$ cat src/rtl/alu_pkg.sv
// Shared definitions for the ALU execute-to-writeback path.
package alu_pkg;

    localparam logic [2:0]  ALU_CTR_MOD         = 3'b111;
    localparam int unsigned MOD_TIMEOUT_DEFAULT = 40;

    typedef enum logic [1:0] {
        StIdle,
        StModStart,
        StModWait,
        StWrite
    } seq_state_e;

endpackage

$ cat src/rtl/mod_watchdog.sv
// Cycle counter bounding how long the sequencer waits on the mod unit.
module mod_watchdog
    import alu_pkg::*;
#(
    parameter int unsigned MOD_TIMEOUT = MOD_TIMEOUT_DEFAULT
) (
    input  logic clk,
    input  logic reset,
    input  logic clear,
    input  logic enable,
    output logic expired
);

    localparam int unsigned     CntW    = (MOD_TIMEOUT > 1) ? $clog2(MOD_TIMEOUT) : 1;
    localparam logic [CntW-1:0] LastCnt = CntW'(MOD_TIMEOUT - 1);

    logic [CntW-1:0] cnt_q, cnt_d;

    assign expired = (cnt_q == LastCnt);

    always_comb begin
        cnt_d = cnt_q;
        if (clear) begin
            cnt_d = '0;
        end else if (enable && !expired) begin
            // Hold at the last value so the counter never wraps back to zero.
            cnt_d = cnt_q + 1'b1;
        end
    end

    always_ff @(posedge clk) begin
        if (reset) begin
            cnt_q <= '0;
        end else begin
            cnt_q <= cnt_d;
        end
    end

endmodule

$ cat src/rtl/alu_wb_sequencer.sv
// Registers ALU results into register-file write strobes and sequences
// multi-cycle mod operations with a watchdog-protected wait.
module alu_wb_sequencer
    import alu_pkg::*;
#(
    parameter int unsigned DATA_W      = 32,
    parameter int unsigned RADDR_W     = 5,
    parameter int unsigned MOD_TIMEOUT = MOD_TIMEOUT_DEFAULT
) (
    input  logic               clk,
    input  logic               reset,
    input  logic               issue_valid,
    input  logic [2:0]         alu_ctr,
    input  logic               reg_write,
    input  logic [RADDR_W-1:0] rd_addr,
    input  logic [DATA_W-1:0]  alu_result,
    input  logic               mod_done,
    output logic               mod_reset,
    output logic               stall,
    output logic               wb_en,
    output logic [RADDR_W-1:0] wb_addr,
    output logic [DATA_W-1:0]  wb_data,
    output logic               busy,
    output logic               timeout_err
);

    seq_state_e         state_q, state_d;
    logic [RADDR_W-1:0] rd_q, rd_d;
    logic               we_q, we_d;
    logic               wb_en_q, wb_en_d;
    logic [RADDR_W-1:0] wb_addr_q, wb_addr_d;
    logic [DATA_W-1:0]  wb_data_q, wb_data_d;
    logic               terr_q, terr_d;
    logic               expired;

    mod_watchdog #(
        .MOD_TIMEOUT (MOD_TIMEOUT)
    ) u_mod_watchdog (
        .clk     (clk),
        .reset   (reset),
        .clear   (state_q == StModStart),
        .enable  (state_q == StModWait),
        .expired (expired)
    );

    always_comb begin
        state_d   = state_q;
        rd_d      = rd_q;
        we_d      = we_q;
        wb_en_d   = 1'b0;
        wb_addr_d = wb_addr_q;
        wb_data_d = wb_data_q;
        terr_d    = terr_q;
        unique case (state_q)
            StIdle: begin
                if (issue_valid) begin
                    if (alu_ctr == ALU_CTR_MOD) begin
                        rd_d    = rd_addr;
                        we_d    = reg_write;
                        state_d = StModStart;
                    end else begin
                        wb_en_d   = reg_write & (rd_addr != '0);
                        wb_addr_d = rd_addr;
                        wb_data_d = alu_result;
                    end
                end
            end
            StModStart: state_d = StModWait;
            StModWait: begin
                // A completion on the final watchdog cycle takes priority.
                if (mod_done) begin
                    wb_en_d   = we_q & (rd_q != '0);
                    wb_addr_d = rd_q;
                    wb_data_d = alu_result;
                    state_d   = StWrite;
                end else if (expired) begin
                    wb_en_d   = we_q & (rd_q != '0);
                    wb_addr_d = rd_q;
                    wb_data_d = '0;
                    terr_d    = 1'b1;
                    state_d   = StWrite;
                end
            end
            StWrite: state_d = StIdle;
            default: state_d = StIdle;
        endcase
    end

    always_ff @(posedge clk) begin
        if (reset) begin
            state_q   <= StIdle;
            rd_q      <= '0;
            we_q      <= 1'b0;
            wb_en_q   <= 1'b0;
            wb_addr_q <= '0;
            wb_data_q <= '0;
            terr_q    <= 1'b0;
        end else begin
            state_q   <= state_d;
            rd_q      <= rd_d;
            we_q      <= we_d;
            wb_en_q   <= wb_en_d;
            wb_addr_q <= wb_addr_d;
            wb_data_q <= wb_data_d;
            terr_q    <= terr_d;
        end
    end

    assign stall       = (state_q == StModStart) || (state_q == StModWait);
    assign mod_reset   = (state_q == StModStart);
    assign busy        = (state_q != StIdle);
    assign wb_en       = wb_en_q;
    assign wb_addr     = wb_addr_q;
    assign wb_data     = wb_data_q;
    assign timeout_err = terr_q;

endmodule

$ cat config.mk
export PLATFORM = sky130hd
export DESIGN_NAME = alu_wb_sequencer
export DESIGN_NICKNAME = d
export VERILOG_FILES = /design/src/rtl/alu_pkg.sv /design/src/rtl/mod_watchdog.sv /design/src/rtl/alu_wb_sequencer.sv
export SDC_FILE = /design/constraint.sdc
export NUM_CORES = 1
export LEC_CHECK = 0
export ABC_CLOCK_PERIOD_IN_PS = 2600
export CORE_ASPECT_RATIO = 2
export CORE_MARGIN = 1
export CORE_UTILIZATION = 45
export CTS_BUF_LIST = sky130_fd_sc_hd__clkbuf_8
export CTS_CLUSTER_SIZE = 25
export DETAILED_ROUTE_END_ITERATION = 6
export PLACE_DENSITY = 0.82
export SETUP_SLACK_MARGIN = 0.3
export SLEW_MARGIN = 15
export SYNTH_ARGS = -nofsm -noshare
export SYNTH_HDL_FRONTEND = slang
export SYNTH_SLANG_ARGS = --single-unit
$ cat constraint.sdc
create_clock -name clk -period 2.6 [get_ports clk]
set_input_delay 0.65 -clock clk [delete_from_list [all_inputs] [get_ports clk]]
set_output_delay 0.65 -clock clk [all_outputs]
set_load 0.005 [all_outputs]
==> summary.txt, run 1 <==
Status
  • Status: finished, final reports clean

Critical path
  • Crit path kind: flip-flop to primary output
  • Worst setup EP type: primary output
  • Crit path launch type: flip-flop
  • Worst EP required: slightly below 2 ns
  • Critical path peak fanout: 3
  • Worst path arrival time: roughly 1.5 ns

Finish
  • Syn-to-layout area delta: 43.2%
  • Post-route cell area: 3230 µm²
  • Final antenna diode count: 0
  • Multi-input combinational cell area: 1080 µm²
  • Share of layout cells above drive strength 1: 0.0704
  • Final std cells w/o fill: just under 400
  • Nets: approximately 390
  • Final-layout fill cell count: 434
  • Register area: 1060 µm²

Drt
  • Vias per cell: ~5.5
  • DRT antenna net count: 0
  • DRT Pass-1 Iters: 4
  • Initial DRC count: 37
  • Routed vias: 2180
  • # DRC: 0
  • DR WL/cell: 14.4 µm
  • Final wirelength: approximately 5700 µm

GRT
  • Largest net degree at the start of global routing: 38
  • GRT Util Overall: 0.222
  • Total grt overflow: 0
  • Antenna violations before repair: 0
  • Vias in the first global route: 1970
  • First-pass GRT wire length: 8920 µm

STA
  • Tmin final: 2.19 ns
  • RSZ-0062 raised after global routing: no
  • TNS Setup: 0 ns
  • Finish-stage setup viols: 0
  • Final Skew: 0.00319 ns
  • Final Hold Fails: 0
  • Period utilization: 0.843
  • Slew at the pin closest to its max-slew limit: 0.444 ns
  • WHS: between 0.4 and 0.5 ns
  • Maximum clock rate: around 460 MHz
  • Slew HR: 0.704
  • Max-slew violations: 0

Clock network
  • Worst skew pair latency: 0.30 ns
  • CTS Buf Count: 5
  • Reg clk slew, reported paths: 0.09 ns
  • Setup repair bufs after CTS: 0
  • CTS tree: done
  • H-tree levels: 2
  • Clock root cell: clkbuf_8
  • CTS max path bufs: 2
  • Sink Count: 53

Synthesis
  • Sequential area share after synthesis: 0.470
  • Dominant synthesized flop cell: dfxtp_1
  • Seq cells post-synth: 53
  • Commonest cells post-synth: 53 x dfxtp_1, 45 x a21oi_1, 39 x o21ai_0
  • Number of enable flip-flop cells after synthesis: 0
  • Post-synth top area cell: dfxtp_1
  • Syn Inst Count: 261
  • Multiplexer share of the synthesized area: 0.0310
  • Post-Synth Simple-Gate Area: 0.167
  • Synth Area in XOR/XNOR: 0.0116
  • Distinct cells, synth: 38
  • Post-Synth Adder-Cell Area: 0.0222
  • Synthesized Nets: between 300 and 400
  • Largest cells by area after synthesis: dfxtp_1 47%, a21oi_1 10%, o21ai_0 8.6%, nand3_1 7.3%, mux2i_1 3.1%
  • Compound-Gate Fraction of Synth Area: 0.243
  • YS warnings: 0
  • Most numerous cell in the Yosys netlist: dfxtp_1
  • Main combinational cell family by area after synthesis: compound AO/OA/AOI/OAI gates
  • Ys async rst share: 0
  • Syn Area/Cell: 8.65 µm²
  • Mapped Area: 2260 µm²
  • Synth top area share: 0.470

Floorplan
  • Total die area: between 5000 and 6000 µm²
  • Std cell rows: 36
  • IO Count: 87
  • Die span in y: ~100 µm
  • Core Footprint: 4860 µm²
  • Die X: 52.1 µm
  • Initial Util: 0.464

Power and ir drop
  • PD cells: 676 nW/µm²
  • Leak: 1.18 nW
  • Total power: 0.00219 W
  • Peak VDD IR: 666 µV

Worst hold path
  • HP Class: flip-flop to flip-flop

Place
  • Placed Cells: just under 400
  • Port-buffer cells: 86
  • DPL Wire Length: 4190 µm
  • Area post-placement: 3130 µm²
  • Global placement routability congestion: approximately 0.80

Job
  • Number of max-cap violations: 0
==> worst paths after layout <==
| path | start | endpoint | slack (ns) | depth (start not counted) |
|---|---|---|---|---|
| max | state_q[1]$_SDFFE_PP0P_ | stall | 0.41 | 3 |
| min | wb_data[9]$_SDFFE_PP0P_ | wb_data[9]$_SDFFE_PP0P_ | 0.48 | 2 |
| max reg2reg | state_q[0]$_SDFFE_PP0P_ | wb_addr[2]$_SDFFE_PP0P_ | 0.67 | 8 |
| min reg2reg | wb_data[9]$_SDFFE_PP0P_ | wb_data[9]$_SDFFE_PP0P_ | 0.48 | 2 |
==> sequential cells by signal, indices dropped and copies added (netlist names) <==
name	flops
timeout_err	1
wb_addr	5
state_q	2
wb_data	32
rd_q	5
u_mod_watchdog.cnt_q	6
wb_en	1
we_q	1
==> cells in the final DEF, fill, tap and decap left out, types with 2 or more instances in the layout <==
cell / instances
mux2i_1: 7
nand3_1: 33
dfxtp_1: 53
nand4_1: 2
and2_1: 2
o21ai_0: 39
ha_2: 2
nor3_1: 5
buf_4: 5
o21a_1: 2
a21boi_0: 2
clkbuf_8: 6
xnor2_1: 2
nor2_1: 9
a211oi_1: 5
clkdlybuf4s50_1: 85
inv_1: 4
a21oi_1: 45
nand2_1: 10
ha_1: 2
==> logic make-up (layout without fill, tap and decap cells) <==
kind of cell	count (synthesis)	count (layout)
AO/OA/AOI/OAI	100	100
XOR/XNOR	3	3
adder cells (fa/ha/maj)	4	4
buffers and inverters	24	104
flip-flops	53	53
multiplexers	7	7
AND/OR/NAND/NOR	70	70
==> report_power, final <==
part	internal [W]	switching, W	leakage, nW
combinational	0.000393	0.000338	0.692
clock	0.000216	0.000261	0.0512
sequential	0.000922	0.0000571	0.434
==> critical path: stages (launching register included) <==
cell and delay, ns:
dfxtp_1 0.34, inv_1 0.08, ha_2 0.33, clkdlybuf4s50_1 0.49
==> per-stage QoR <==
stage | utilization | setup WS (ns)
floorplan | - | 1.03
global placement | 0.644 | 0.259
detailed placement | 0.644 | 0.214
CTS | 0.664 | 0.335
global route | 0.665 | 0.341
finish | 0.665 | 0.407
==> routing by layer <==
layer / global-route usage / vias to the layer above / wire length, µm
li1: - / 1096 / -
met1: 0.233 / 999 / 2100
met2: 0.421 / 75 / 3260
met3: 0.0268 / 10 / 214
met4: 0.0936 / 0 / 139
met5: 0 / - / 0
==> cell type report <==
type | count | area share
multi-input combinational | 184 | 0.333
tap | 57 | 0.0221
timing repair buffer | 92 | 0.282
clock inverter | 2 | 0.00426
sequential | 53 | 0.328
inverter | 4 | 0.00464
clock buffer | 6 | 0.0255
==> what timing repair did <==
action                     CTS  global route
gates resized for setup      0             2
hold buffers                 0             0
setup endpoints to repair    0             2
No activity file was read; power rests on OpenSTA's default activity.
==> run 2, diff against run 1 <==
--- a/config.mk
+++ b/config.mk
@@ -5,14 +5,14 @@
 export SDC_FILE = /design/constraint.sdc
 export NUM_CORES = 1
 export LEC_CHECK = 0
-export ABC_CLOCK_PERIOD_IN_PS = 2600
+export ABC_CLOCK_PERIOD_IN_PS = 2000
 export CORE_ASPECT_RATIO = 2
 export CORE_MARGIN = 1
-export CORE_UTILIZATION = 45
+export CORE_UTILIZATION = 41
 export CTS_BUF_LIST = sky130_fd_sc_hd__clkbuf_8
 export CTS_CLUSTER_SIZE = 25
 export DETAILED_ROUTE_END_ITERATION = 6
-export PLACE_DENSITY = 0.82
+export PLACE_DENSITY = 0.79
 export SETUP_SLACK_MARGIN = 0.3
 export SLEW_MARGIN = 15
 export SYNTH_ARGS = -nofsm -noshare
==> constraint.sdc (replaced) <==
create_clock -name clk -period 2 [get_ports clk]
set_input_delay 0.5 -clock clk [delete_from_list [all_inputs] [get_ports clk]]
set_output_delay 0.5 -clock clk [all_outputs]
set_load 0.005 [all_outputs]
==> run 2 against run 1 <==
Clock skew grew 0.0088 ns. Critical path depth shrank 2. Global-route usage grew 0.38 points. Setup slack lost 0.073 ns. Worst hold slack lost 0.0020 ns. Non-clock buffer count grew 7. Via count grew 6.4%. Final cell count grew 2.0%. Largest power group unchanged. Register-to-register slack lost 0.29 ns. Design area grew 6.4%. Largest cell class unchanged. Power grew 42%. Combinational power grew 49%.
==> summary.txt, run 2 (synthesis gave the netlist of run 1 again) <==
Clock network
  • Post-cts hold buffer count: 0 (unchanged)
  • CTS tree: done (unchanged)
  • Clock root cell: clkbuf_8 (unchanged)
  • CTS max path bufs: 2 (unchanged)
  • Sink Count: 53 (unchanged)
  • CTS Buf Count: 5 (unchanged)
  • Reg clk slew, reported paths: 0.10 ns (was 0.09 ns)
  • H-tree levels: 2 (unchanged)
  • Worst skew pair latency: 0.31 ns (was 0.30 ns)

GRT
  • Total grt overflow: 0 (unchanged)
  • GRT Util Overall: 0.226 (was 0.222)
  • Largest net degree at the start of global routing: 39 (was 38)
  • Met3 GRT Util: 0.0369 (was 0.0268)
  • First-pass GRT wire length: 9670 µm (was 8920 µm)
  • Met2 GRT Util: 0.416 (was 0.421)
  • Vias in the first global route: 2139 (was 1970)
  • GRT met1 Usage: 0.225 (was 0.233)
  • GRT busiest layer: met2 (unchanged)
  • Antenna violations before repair: 0 (unchanged)

STA
  • Slew HR: 0.727 (was 0.704)
  • Max-slew violations: 0 (unchanged)
  • Final Skew: 0.0120 ns (was 0.00319 ns)
  • Finish-stage setup viols: 0 (unchanged)
  • TNS Setup: 0 ns (unchanged)
  • Final Hold Fails: 0 (unchanged)
  • Period utilization: 0.833
  • RSZ-0062 raised after global routing: yes (was no)
  • Slew at the pin closest to its max-slew limit: 0.410 ns (was 0.444 ns)
  • Maximum clock rate: 600 MHz
  • Post-route setup slack: 0.334 ns (was 0.407 ns)
  • Tmin final: between 1.5 and 2 ns

Power and ir drop
  • Leak: 1.45 nW (was 1.18 nW)
  • Peak VDD IR: 750 µV (was 666 µV)
  • PD cells: 901 nW/µm² (was 676 nW/µm²)

Critical path
  • Reg2reg setup slack: 0.38 ns (was 0.67 ns)
  • Critical Path Max Stage Delay: 0.52 ns (was 0.49 ns)
  • Worst setup EP type: primary output (unchanged)
  • CP Cell Sequence: clkdlybuf4s50_1 (was inv_1 -> ha_2 -> clkdlybuf4s50_1)
  • R2R cell count: 8 (unchanged)
  • R2R Path End: wb_addr[4]$_SDFFE_PP0P_ (was wb_addr[2]$_SDFFE_PP0P_)
  • Worst path arrival time: 1.17 ns (was 1.54 ns)
  • Worst EP required: 1.50 ns (was 1.95 ns)
  • Critical path peak fanout: 2 (was 3)
  • Worst Path Buf+Inv: 1 (was 2)
  • Crit path kind: flip-flop to primary output (unchanged)
  • R2r startpoint: state_q[1]$_SDFFE_PP0P_ (was state_q[0]$_SDFFE_PP0P_)
  • Crit-path slowest cell: clkdlybuf4s50_1 (unchanged)
  • Largest delay share family, worst path: buffers and inverters (unchanged)
  • CP Depth: 1 (was 3)
  • Worst setup startpoint: wb_data[18]$_SDFFE_PP0P_ (was state_q[1]$_SDFFE_PP0P_)
  • Crit path launch type: flip-flop (unchanged)
  • Worst Setup EP: wb_data[18] (was stall)

Place
  • Global placement routability congestion: 0.767 (was 0.805)
  • DPL Wire Length: 4520 µm (was 4190 µm)
  • Port-buffer cells: 86 (unchanged)
  • Placed Cells: 395 (was 390)
  • Dpl ws: -0.0398 ns (was 0.214 ns)
  • Area post-placement: 3200 µm² (was 3130 µm²)

Status
  • Status: finished, final reports clean (unchanged)

Floorplan
  • Die span in y: 107 µm (was 102 µm)
  • Total die area: 5830 µm² (was 5320 µm²)
  • Std cell rows: 37 (was 36)
  • Die X: 54.5 µm (was 52.1 µm)
  • Initial Util: 0.432 (was 0.464)
  • IO Count: 87 (unchanged)
  • Core Footprint: 5230 µm² (was 4860 µm²)

Drt
  • DR WL/cell: 16.3 µm (was 14.4 µm)
  • Initial DRC count: 74 (was 37)
  • Final wirelength: 6630 µm (was 5720 µm)
  • Vias per cell: 5.71 (was 5.48)
  • DRT antenna net count: 0 (unchanged)
  • Routed vias: 2320 (was 2180)
  • # DRC: 0 (unchanged)
  • DRT Pass-1 Iters: 4 (unchanged)

Finish
  • Share of layout cells above drive strength 1: 0.147 (was 0.0704)
  • Most common cell after layout, fill and taps aside: clkdlybuf4s50_1 (unchanged)
  • Post-route cell area: 3440 µm² (was 3230 µm²)
  • Syn-to-layout area delta: 52.4% (was 43.2%)
  • Final std cells w/o fill: 406 (was 398)
  • Max FFs per register: 32 (unchanged)
  • Nets: 396 (was 389)
  • Final antenna diode count: 0 (unchanged)
  • Final core occ: 0.658 (was 0.665)
  • Final-layout fill cell count: 462 (was 434)
  • Commonest non-fill, non-tap cells in the layout: 69 x clkdlybuf4s50_1, 45 x a21oi_1, 40 x dfxtp_1 (was 85 x clkdlybuf4s50_1, 53 x dfxtp_1, 45 x a21oi_1)

Worst hold path
  • HP Class: flip-flop to flip-flop (unchanged)

Job
  • Number of max-cap violations: 0 (unchanged)
run 2: cell type report:
type | count | area, µm² | share of cell area
timing repair buffer | 99 | 1050 | 0.304
tap | 58 | 72.6 | 0.0211
clock buffer | 5 | 68.8 | 0.0200
sequential | 53 | 1080 | 0.313
clock inverter | 3 | 43.8 | 0.0127
inverter | 4 | 17.5 | 0.00509
multi-input combinational | 184 | 1110 | 0.324
run 2: worst min path at each step:
stage                        startpoint                        to  slack (ns)  depth (start not counted)
2_1_floorplan         we_q$_SDFFE_PP0P_         we_q$_SDFFE_PP0P_        0.46                          2
3_3_place_gp   wb_data[13]$_SDFFE_PP0P_  wb_data[13]$_SDFFE_PP0P_        0.46                          2
3_5_place_dp   wb_data[29]$_SDFFE_PP0P_  wb_data[29]$_SDFFE_PP0P_        0.46                          2
4_1_cts        wb_data[29]$_SDFFE_PP0P_  wb_data[29]$_SDFFE_PP0P_        0.48                          2
5_1_grt        wb_data[29]$_SDFFE_PP0P_  wb_data[29]$_SDFFE_PP0P_        0.49                          2
6_report       wb_data[29]$_SDFFE_PP0P_  wb_data[29]$_SDFFE_PP0P_        0.48                          2
run 2: routing by layer:
layer	vias to the layer above	part of all wire	wire [µm]
li1	1110	-	-
met1	1101	0.35	2350
met2	93	0.57	3800
met3	16	0.040	265
met4	0	0.033	216
met5	-	0	0
run 2: per-stage QoR:
stage          power [W]  hold WS, ns
3_3_place_gp     0.00229        0.455
3_5_place_dp     0.00231        0.463
6_report         0.00310        0.476
2_1_floorplan    0.00178        0.460
4_1_cts          0.00308        0.477
5_1_grt          0.00327        0.489
run 2: what timing repair did:
action | 4_1_cts | 5_1_grt
endpoints found under the setup margin | 41 | 45
pin swaps | 1 | 0
setup buffers | 2 | 0
cloned | 0 | 1
gates resized for setup | 16 | 35
run 2: report_power, final:
| part | total, W | internal (W) | switching [W] |
|---|---|---|---|
| logic | 0.00109 | 0.000579 | 0.000506 |
| clock network | 0.000734 | 0.000375 | 0.000359 |
| registers | 0.00128 | 0.00121 | 0.0000741 |
| total | 0.00310 | 0.00216 | 0.000939 |
==> run 3, diff against run 2 <==
--- a/config.mk
+++ b/config.mk
@@ -5,7 +5,7 @@
 export SDC_FILE = /design/constraint.sdc
 export NUM_CORES = 1
 export LEC_CHECK = 0
-export ABC_CLOCK_PERIOD_IN_PS = 2000
+export ABC_CLOCK_PERIOD_IN_PS = 1380
 export CORE_ASPECT_RATIO = 2
 export CORE_MARGIN = 1
 export CORE_UTILIZATION = 41
==> constraint.sdc (replaced) <==
create_clock -name clk -period 1.38 [get_ports clk]
set_input_delay 0.345 -clock clk [delete_from_list [all_inputs] [get_ports clk]]
set_output_delay 0.345 -clock clk [all_outputs]
set_load 0.005 [all_outputs]
==> run 3 against run 2 <==
The run now ends with negative setup slack left. Count of clock-buffer cells in the layout unchanged. Power up 74%. Sequential share of layout area down 5.1 points. Design area up 24%. Largest power group is now combinational logic. Highest routed layer unchanged.
==> summary.txt, run 3 (synthesis gave the netlist of run 1 again) <==
Floorplan
  • Total die area: 5830 µm² (unchanged)
  • IO Count: 87 (unchanged)
  • Std cell rows: 37 (unchanged)
  • Die X: 54.5 µm (unchanged)
  • Core Footprint: 5230 µm² (unchanged)
  • Initial Util: 0.432 (unchanged)
  • Die span in y: 107 µm (unchanged)

Job
  • Number of max-cap violations: 0 (unchanged)

STA
  • RSZ-0062 raised after global routing: yes (unchanged)
  • Final Hold Fails: 0 (unchanged)
  • Final Skew: 0.00973 ns (was 0.0120 ns)
  • Slew at the pin closest to its max-slew limit: 0.410 ns (about the same)
  • Period utilization: 1.28
  • Max-slew violations: 0 (unchanged)
  • Slew HR: 0.727 (about the same)
  • Maximum clock rate: 567 MHz
  • Post-route setup slack: -0.384 ns (was 0.334 ns)
  • Finish-stage setup viols: 55 (was 0)
  • Tmin final: 1.76 ns
  • TNS Setup: -12.37 ns (was 0 ns)
  • WHS: 0.465 ns (was 0.476 ns)

Critical path
  • Critical Path Max Stage Delay: 0.38 ns (was 0.52 ns)
  • Worst Path Buf+Inv: 5 (was 1)
  • Worst EP required: 1.58 ns (was 1.50 ns)
  • Worst setup EP type: flip-flop (was primary output)
  • Largest delay share family, worst path: buffers and inverters (unchanged)
  • Critical path peak fanout: 5 (was 2)
  • CP Cell Sequence: inv_4 -> ha_4 -> buf_6 -> buf_12 -> a31oi_4 -> buf_6 -> buf_12 -> nor2_4 -> a211oi_2 (was clkdlybuf4s50_1)
  • Crit path kind: flip-flop to flip-flop (was flip-flop to primary output)
  • Crit path launch type: flip-flop (unchanged)
  • Crit-path slowest cell: dfxtp_4 (was clkdlybuf4s50_1)
  • Worst path arrival time: 1.97 ns (was 1.17 ns)

Status
  • Status: finished, violations left (was finished, final reports clean)
  • Violated checks: negative setup slack

Clock network
  • Reg clk slew, reported paths: 0.10 ns (about the same)
  • H-tree levels: 2 (unchanged)
  • Worst skew pair latency: 0.30 ns (was 0.31 ns)
  • CTS tree: done (unchanged)
  • Clock root cell: clkbuf_8 (unchanged)
  • CTS max path bufs: 2 (unchanged)
  • Post-cts hold buffer count: 0 (unchanged)
  • Sink Count: 53 (unchanged)
  • CTS Buf Count: 5 (unchanged)

GRT
  • GRT Util Overall: 0.259 (was 0.226)
  • Antenna violations before repair: 0 (unchanged)
  • Vias in the first global route: 2418 (was 2139)
  • Total grt overflow: 0 (unchanged)
  • First-pass GRT wire length: 11000 µm (was 9670 µm)
  • Largest net degree at the start of global routing: 33 (was 39)

Finish
  • Final-layout fill cell count: 296 (was 462)
  • Syn-to-layout area delta: 88.3% (was 52.4%)
  • Max FFs per register: 32 (unchanged)
  • Final core occ: 0.813 (was 0.658)
  • Share of layout cells above drive strength 1: 0.588 (was 0.147)
  • Most common cell after layout, fill and taps aside: buf_4 (was clkdlybuf4s50_1)
  • Final antenna diode count: 0 (unchanged)
  • Commonest non-fill, non-tap cells in the layout: 48 x buf_4, 43 x clkdlybuf4s50_1, 41 x dfxtp_2 (was 69 x clkdlybuf4s50_1, 45 x a21oi_1, 40 x dfxtp_1)
  • Nets: 456 (was 396)

Drt
  • DRT antenna net count: 0 (unchanged)
  • Final wirelength: 8610 µm (was 6630 µm)
  • DR WL/cell: 18.5 µm (was 16.3 µm)
  • Initial DRC count: 94 (was 74)
  • Vias per cell: 5.80 (was 5.71)
  • # DRC: 0 (unchanged)
  • Routed vias: 2702 (was 2320)
  • DRT Pass-1 Iters: 4 (unchanged)

Place
  • Global placement routability congestion: 0.830 (was 0.767)
  • DPL Wire Length: 4630 µm (was 4520 µm)
  • Port-buffer cells: 86 (unchanged)

Power and ir drop
  • Peak VDD IR: 991 µV (was 750 µV)
  • PD cells: 1270 nW/µm² (was 901 nW/µm²)
  • Leak: 1.73 nW (was 1.45 nW)

Worst hold path
  • HP Class: flip-flop to flip-flop (unchanged)
==> run 3: cell count changes in the layout (fill, tap and decap cells not counted), sizes merged <==
| cell | before | now |
|---|---|---|
| bufinv | 1 | 0 |
| buf | 14 | 115 |
| clkdlybuf4s50 | 69 | 43 |
| dlymetal6s2s | 12 | 0 |
| dlygate4sd2 | 2 | 0 |
| inv | 5 | 6 |
| clkdlybuf4s15 | 1 | 0 |
==> run 3: tightest hold or removal path, cell delays in order (launching register included) <==
cell     delay (ns)
dfxtp_2        0.34
o21ai_2        0.04
a21oi_1        0.05
==> run 3: cell type report <==
| class | count | area, µm² | area share |
|---|---|---|---|
| Clock buffer | 5 | 68.8 | 0.0162 |
| Clock inverter | 3 | 17.5 | 0.00412 |
| Inverter | 4 | 20.0 | 0.00471 |
| Multi-Input combinational cell | 184 | 1410 | 0.331 |
| Sequential cell | 53 | 1120 | 0.263 |
| Tap cell | 58 | 72.6 | 0.0171 |
| Timing Repair Buffer | 159 | 1550 | 0.364 |
==> run 3: worst paths after layout <==
| kind | startpoint | end | slack (ns) | depth (start not counted) |
|---|---|---|---|---|
| min | wb_data[30]$_SDFFE_PP0P_ | wb_data[30]$_SDFFE_PP0P_ | 0.46 | 2 |
| max reg2reg | state_q[1]$_SDFFE_PP0P_ | wb_addr[2]$_SDFFE_PP0P_ | -0.38 | 9 |
| max | state_q[1]$_SDFFE_PP0P_ | wb_addr[2]$_SDFFE_PP0P_ | -0.38 | 9 |
| min reg2reg | wb_data[30]$_SDFFE_PP0P_ | wb_data[30]$_SDFFE_PP0P_ | 0.46 | 2 |
==> run 3: timing repair <==
action	CTS	global route
endpoints found under the setup margin	95	95
gates resized for setup	235	77
buffers inserted	12	23
gates cloned	4	1
pin swaps	10	67
==> run 3: metrics by stage <==
step           cell area, µm²  total power (W)  worst slack, ns  cells
2_1_floorplan            2360          0.00270           0.0290    261
3_3_place_gp             3490          0.00357           -0.366    418
3_5_place_dp             3490          0.00361           -0.404    418
4_1_cts                  3790          0.00483           -0.188    442
5_1_grt                  4250          0.00562           -0.414    466
6_report                 4250          0.00539           -0.384    466
==> run 3: layer usage <==
metal / GRT usage / vias up / share of wire
met5: 0 / - / 0
met4: 0.119 / 0 / 0.046
met3: 0.0383 / 38 / 0.040
met2: 0.493 / 119 / 0.58
met1: 0.248 / 1310 / 0.33
li1: - / 1235 / -
==> run 3: where the power goes <==
group / switching (W) / internal (W)
combinational: 0.00114 / 0.00144
sequential: 0.000155 / 0.00178
clock: 0.000516 / 0.000356
